### config.mk
export PLATFORM = sky130hd
export DESIGN_NAME = room_controller
export DESIGN_NICKNAME = d
export VERILOG_FILES = /design/src/rtl/room_controller.sv
export SDC_FILE = /design/constraint.sdc
export NUM_CORES = 1
export LEC_CHECK = 0
export ABC_AREA = 1
export BUFFER_PORTS_ARGS = -buffer_cell sky130_fd_sc_hd__buf_2
export CORE_ASPECT_RATIO = 1.1
export CORE_MARGIN = 2
export CORE_UTILIZATION = 41
export CTS_CLUSTER_DIAMETER = 60
export DETAILED_ROUTE_END_ITERATION = 10
export PLACE_DENSITY = 0.72
export SLEW_MARGIN = 30
export SYNTH_ARGS = -nofsm -noshare
export SYNTH_HDL_FRONTEND = slang
export SYNTH_SLANG_ARGS = --single-unit
### constraint.sdc
create_clock -name clk_vga -period 1.9 [get_ports clk_vga]
set_clock_uncertainty 0.15 [all_clocks]
set_input_delay 0.57 -clock clk_vga [delete_from_list [all_inputs] [get_ports clk_vga]]
set_output_delay 0.57 -clock clk_vga [all_outputs]
set_load 0.005 [all_outputs]
### src/rtl/room_controller.sv
// Room sequencer for a 4x4 maze: detects the player leaving through a room edge,
// blanks the display for a few frames, then loads the neighbour room and respawns the player.
module room_controller #(
  parameter logic [3:0] START_ROOM   = 4'd5,
  parameter int         BLANK_FRAMES = 2
) (
  input  logic       clk_vga,
  input  logic       rst_n,
  input  logic       frame_start,
  input  logic       player_valid,
  input  logic [9:0] player_x,
  input  logic [8:0] player_y,
  output logic [3:0] room_id,
  output logic [7:0] wall_color,
  output logic       room_valid,
  output logic       player_load,
  output logic [9:0] player_new_x,
  output logic [8:0] player_new_y
);

  typedef enum logic [1:0] {PLAY, BLANK, LOAD} state_e;
  typedef enum logic [1:0] {DIR_N, DIR_S, DIR_W, DIR_E} dir_e;

  localparam logic [3:0] LAST_FRAME = 4'(BLANK_FRAMES - 1);

  state_e     state_q, state_d;
  dir_e       dir_q, dir_d, exit_dir;
  logic [3:0] room_q, room_d, cnt_q, cnt_d;
  logic [7:0] wall_q, wall_d;
  logic       valid_q, valid_d, load_q, load_d, exit_ok;
  logic [9:0] new_x_q, new_x_d, samp_x_q, samp_x_d;
  logic [8:0] new_y_q, new_y_d, samp_y_q, samp_y_d;
  logic [1:0] row, col;
  logic       go_n, go_s, go_w, go_e;
  logic [3:0] nbr_room;

  assign row = room_q[3:2];
  assign col = room_q[1:0];

  // An edge only counts as an exit when a neighbour exists on that side (no wrap).
  assign go_n = (player_y <= 9'd8)    && (row != 2'd0);
  assign go_s = (player_y >= 9'd471)  && (row != 2'd3);
  assign go_w = (player_x <= 10'd8)   && (col != 2'd0);
  assign go_e = (player_x >= 10'd631) && (col != 2'd3);
  assign exit_ok = go_n | go_s | go_w | go_e;

  always_comb begin
    // NOTE: every combinational output gets a default first so no latch is inferred.
    exit_dir = DIR_E;
    if (go_n)      exit_dir = DIR_N;
    else if (go_s) exit_dir = DIR_S;
    else if (go_w) exit_dir = DIR_W;

    nbr_room = room_q;
    case (dir_q)
      DIR_N:   nbr_room = {row - 2'd1, col};
      DIR_S:   nbr_room = {row + 2'd1, col};
      DIR_W:   nbr_room = {row, col - 2'd1};
      default: nbr_room = {row, col + 2'd1};
    endcase
  end

  always_comb begin
    state_d  = state_q;
    dir_d    = dir_q;
    room_d   = room_q;
    cnt_d    = cnt_q;
    valid_d  = valid_q;
    load_d   = 1'b0;
    new_x_d  = new_x_q;
    new_y_d  = new_y_q;
    samp_x_d = samp_x_q;
    samp_y_d = samp_y_q;

    case (state_q)
      PLAY: begin
        if (frame_start && player_valid && exit_ok) begin
          state_d  = BLANK;
          valid_d  = 1'b0;
          cnt_d    = 4'd0;
          dir_d    = exit_dir;
          samp_x_d = player_x;
          samp_y_d = player_y;
        end
      end
      BLANK: begin
        if (frame_start) begin
          cnt_d = cnt_q + 4'd1;
          if (cnt_q == LAST_FRAME) begin
            state_d = LOAD;
            room_d  = nbr_room;
            load_d  = 1'b1;
            new_x_d = samp_x_q;
            new_y_d = samp_y_q;
            case (dir_q)
              DIR_N:   new_y_d = 9'd460;
              DIR_S:   new_y_d = 9'd12;
              DIR_W:   new_x_d = 10'd620;
              default: new_x_d = 10'd12;
            endcase
          end
        end
      end
      LOAD: begin
        state_d = PLAY;
        valid_d = 1'b1;
        dir_d   = DIR_N;
      end
      default: state_d = PLAY;
    endcase

    wall_d = {room_d, 4'b1100};
  end

  // NOTE: state registers use non-blocking assignments so every flop samples pre-edge values.
  always_ff @(posedge clk_vga or negedge rst_n) begin
    if (!rst_n) begin
      state_q  <= PLAY;
      dir_q    <= DIR_N;
      room_q   <= START_ROOM;
      wall_q   <= {START_ROOM, 4'b1100};
      cnt_q    <= 4'd0;
      valid_q  <= 1'b1;
      load_q   <= 1'b0;
      new_x_q  <= 10'd0;
      new_y_q  <= 9'd0;
      samp_x_q <= 10'd0;
      samp_y_q <= 9'd0;
    end else begin
      state_q  <= state_d;
      dir_q    <= dir_d;
      room_q   <= room_d;
      wall_q   <= wall_d;
      cnt_q    <= cnt_d;
      valid_q  <= valid_d;
      load_q   <= load_d;
      new_x_q  <= new_x_d;
      new_y_q  <= new_y_d;
      samp_x_q <= samp_x_d;
      samp_y_q <= samp_y_d;
    end
  end

  assign room_id      = room_q;
  assign wall_color   = wall_q;
  assign room_valid   = valid_q;
  assign player_load  = load_q;
  assign player_new_x = new_x_q;
  assign player_new_y = new_y_q;

endmodule

* Word level (Yosys, flattened, before mapping)
Index checks and enable logic that the tools add are counted.
Word-level totals: output and inout bits 33, bits of input ports 23, logic and storage cells 80, register bits after elaboration 52
Cells by class: eq/ne operators 10, mux-type cells 23, add/subtract/negate cells 5, bitwise logic cells 6, reduce and logical (&&, ||, !) cells 21, $lt $le $gt $ge 4
Operators by type and width (number):
- 2-to-1 mux 4 bit | 5
- one-hot mux 10 bit (2 select lines) | 1
- one-hot mux 9 bit (2 select lines) | 1
- 2-to-1 mux 2 bit | 6
- one-hot mux 4 bit (3 select lines) | 1
- >= comparator 10 bit, second input constant | 1
- <= comparator 10 x 4 -> 1 bit, second input constant | 1
- != test 2 bit, second input constant | 5
- AND reduction 5 bit | 2
- nonzero test 2 bit | 5
- >= comparator 9 bit, second input constant | 1
- <= comparator 9 x 4 -> 1 bit, second input constant | 1
- AND reduction 3 bit | 3
- one-hot mux 2 bit (2 select lines) | 2
- one-hot mux 4 bit (2 select lines) | 1
- logical AND 1 bit | 6
- 2-to-1 mux 1 bit | 5
- adder 2 x 1 -> 2 bit, second input constant | 2
- adder 4 x 1 -> 4 bit, second input constant | 1
- equality test 2 x 1 -> 1 bit, second input constant | 2
- equality test 2 bit, second input constant | 2
- equality test 4 x 1 -> 1 bit, second input constant | 1
- zero test 2 bit | 2
- AND reduction 2 bit | 2
- 5 further kinds | 10

* Logic depth before layout (Yosys ltp)
depth in word-level cells 8, mapped depth 13

* Worst setup path before layout
No wires, ideal clock.
path kind input port to flip-flop, start point in player_y[5], end point reg cnt_q[2], data arrival time 1.456 ns, buffers on the path 1, required time 1.633 ns, stages on the path 11, setup slack 0.178 ns, cell sequence nor2_1 -> nor2_1 -> nand3_1 -> nand2_1 -> nor2_2 -> nand2_4 -> nand2_4 -> buf_6 -> nand2_1 -> nand2_1 -> nand2_1
Between the ends: word-level cells in the longest chain between the ends 8, elaborated cells between the ends (all ways) 10, classes of those cells 2 x order compare; 1 x eq/ne; 3 x bitwise; 4 x reduce/logical
Ends and longest elaborated chain:
- start, declared | line 12 | input logic [8:0] player_y,
- <= comparator 9 x 4 -> 1 bit / >= comparator 9 bit (equally long branches) | line 41, 42
- logical AND 1 bit (on tied branches) | line 41, 42
- bitwise OR 1 bit * (3 in a row) | line 45 | assign exit_ok = go_n | go_s | go_w | go_e;
- logical AND 1 bit * | line 77 | if (frame_start && player_valid && exit_ok) begin
- != test 2 bit (no source line) *
- AND reduction 3 bit (no source line) *
- end signal, assigned | line 134 | cnt_q <= cnt_d;
- end, declared | line 28 | logic [3:0] room_q, room_d, cnt_q, cnt_d;
Mark *: on every way between the ends. The rest lies on a longest branch, timed or not. A chain may end at the register's enable or synchronous reset.

==> metrics.md <==
| Metric | Value |
|---|---|
| Die Span Y | `between 80 and 90 um` |
| Post-synthesis register bit count | `52` |
| Synthesized area per cell | `9.161 sq um` |
| Gp weighted congestion | `roughly 0.86` |
| Die X | `77.23 um` |
| Final setup margin | `0.07314 ns` |
| Vias | `1913` |
| Final #Nets | `353` |
| Status | `finished, violations left` |
| Pre-Repair DR Iteration Count | `4` |
| Final hold vios | `1` |
| Layout cell share with drive strength beyond 1 | `31.61%` |
| Clk pin slew, worst setup/hold paths | `0.09 ns` |
| Synth warn | `0` |
| Core area | `0.005733 sq mm` |
| Power Total | `0.004095 W` |
| Lkg Pwr | `roughly 1.6 nW` |
| Post-Syn Area | `between 0.002 and 0.0025 sq mm` |
| Antenna-violating nets left | `0` |
| Antenna violations before repair | `0` |
| Final setup vio count | `0` |
| Grt ovf | `0` |
| Synth top area cells | `dfrtp_1 (51%), nand2_1 (12%), nand3_1 (4.3%), buf_4 (3.4%), dfstp_2 (3.3%)` |
| Period utilisation layout | `96.15%` |
| Final std cells w/o fill | `about 400` |
| RSZ-0062 raised after global routing | `yes` |
| Max-slew violations | `0` |
| Peak VDD IR | `600.2 uV` |
| Max Fclk | `547.4 MHz` |
| Initial Util | `42.19%` |
| Cell variety after synth | `29` |
| Power per cell area | `between 1000 and 1500 mW/mm^2` |
| Critical Path Source Type | `flop` |
| Post-Route WL | `5293 um` |
| Worst r2r path cells | `12` |
| Total Die Area | `0.006530 sq mm` |
| CP endpoint kind | `output port` |
| Number of global-route vias before repair | `1747` |
| WHS | `-0.00008582 ns` |
| Worst hold path type | `in2async` |
| Remaining DRCs | `0` |
| CP max FO | `5` |
| CTS Buf Count | `5` |
| Fin crit period | `1.827 ns` |
| Mapped Cells | `264` |
| MaxCap Viol Count | `0` |
| Top Ports | `56` |
| Area share of the largest cell type after synthesis | `50.70%` |
| Worst skew pair latency | `0.31 ns` |
| Max Root-Sink Buffers | `2` |
| GRT Util Overall | `between 10% and 20%` |
| I/O Buffers | `51` |
| Synth-to-Final Area Change | `23.07%` |
| Placed cell count | `391` |
| Largest net degree at the start of global routing | `39` |
| Cell taking the most area after synthesis | `dfrtp_1` |
| Std cell rows | `29` |
| Crit path required time | `1.18 ns` |
| Failing checks | `hold timing` |
| Clk sink count | `52` |
| First-pass GRT wire length | `8424 um` |
| Htree depth | `2` |
| WP data arrival | `1.11 ns` |
| Seq/Total Area, Yosys | `between 50% and 60%` |
| Routed vias/inst | `4.712` |
| DR WL/cell | `13.04 um` |
| Worst Path Class, Setup | `reg2out` |
| 1st-iter DRT viols | `87` |
| Detail Placement HPWL | `a little under 4000 um` |
| CTS tree | `done` |
| Clock root buffer | `clkbuf_8` |
| Ant. Diodes | `0` |
| Place WS | `-0.07126 ns` |
Yosys cell counts:
library cell,number
dfrtp_1,49
xor2_1,5
o211ai_1,3
nor3_1,1
nor2_8,2
o22a_1,4
o21ai_1,14
buf_6,2
conb_1,2
nor3_2,1
nand2_1,75
nand4_1,4
buf_4,11
nand3_1,21
ha_1,2
or2_2,1
a21oi_1,3
and3_1,1
nand2_4,2
nor2_1,14
nand2_2,2
dfstp_2,3
inv_4,1
buf_2,2
a22o_1,9
nor2_2,2
inv_1,14
xnor2_1,2
inv_2,12
layout make-up:
class	instances	area, sq um
Fill cell	556	2756
Timing Repair Buffer	69	436.7
Multi-Input combinational cell	173	924.6
Clock inverter	2	35.03
Sequential cell	52	1305
Clock buffer	6	72.57
Tap cell	77	96.34
Inverter	27	106.4
worst paths after layout:
check	startpoint	slack [ns]	to
setup / recovery	wall_color[4]	0.07	room_id[0]
min in group clk_vga	room_valid	0.34	room_valid
max in group asynchronous	rst_n	1.02	wall_color[4]
hold / removal	rst_n	-0.00009	wall_color[7]
hold reg to reg	room_valid	0.34	room_valid
setup reg to reg	wall_color[6]	0.10	samp_x_q[6]
registers in the layout (all words and copies together) (netlist names):
signal and flops:
cnt_q 4, dir_q 2, player_load 1, player_new_x 10, player_new_y 9, room_valid 1
samp_x_q 10, samp_y_q 9, state_q 2, wall_color 4
cells in the final DEF (no fill, tap or decap), types with 2 or more instances in the layout:
cell	synthesis	final
a21oi_1	3	3
a22o_1	9	9
buf_12	0	2
buf_2	2	51
buf_4	11	14
clkbuf_8	0	5
conb_1	2	4
dfrtp_1	49	49
dfstp_2	3	3
ha_1	2	2
inv_1	14	14
inv_2	12	11
inv_4	1	2
nand2_1	75	74
nand2_2	2	3
nand3_1	21	21
nand4_1	4	4
nor2_1	14	14
nor2_2	2	2
nor2_8	2	2
o211ai_1	3	3
o21ai_1	14	14
o22a_1	4	4
xnor2_1	2	2
xor2_1	5	5
worst max-delay path, cell delays in order, from the launching register on:
cell     delay [ns]
dfstp_2        0.53
buf_4          0.14
buf_2          0.14
cells by family (layout without fill, tap and decap cells):
| logic type | count (synthesis) | count (layout) | share of synthesized area [%] |
|---|---|---|---|
| buf+inv | 42 | 104 | 9.053 |
| xor+xnor | 7 | 7 | 2.535 |
| compound gates | 33 | 33 | 9.157 |
| fa+ha+maj | 2 | 2 | 1.034 |
| simple gates | 126 | 127 | 23.95 |
| flops | 52 | 52 | 53.96 |
| other cells | 2 | 4 | 0.3105 |
through the flow:
step,setup TNS [ns],utilization (%),hold slack [ns],cell area (sq um)
floorplan,0,-,0.1244,2426
global placement,0,48.45,0.3083,2778
detailed placement,-0.7471,48.45,0.3151,2778
CTS,0,50.33,0.01088,2885
global route,-0.08182,51.92,0.01641,2977
finish,0,51.92,-0.00008582,2977
what timing repair did:
action	4_1_cts	5_1_grt
buffers inserted	0	5
resized for setup	0	4
hold buffers	0	0
setup endpoints to repair	0	24
endpoints found under the hold margin	0	0
report_power, final:
part / total, W / internal [W] / leakage, nW / switching, W
clock network: 0.000752 / 0.000391 / 0.0552 / 0.000361
logic: 0.00144 / 0.000683 / 0.902 / 0.000757
registers: 0.00190 / 0.00160 / 0.651 / 0.000307
total: 0.00409 / 0.00267 / 1.61 / 0.00143
layer usage:
metal | GRT usage [%] | up-vias | part of all wire, %
met1 | 21.07 | 883 | 44
li1 | - | 971 | -
met5 | 0 | - | 0
met2 | 27.19 | 51 | 49
met3 | 3.978 | 8 | 4.1
met4 | 7.468 | 0 | 2.4
Note: power is estimated with default switching activity, not from simulation.
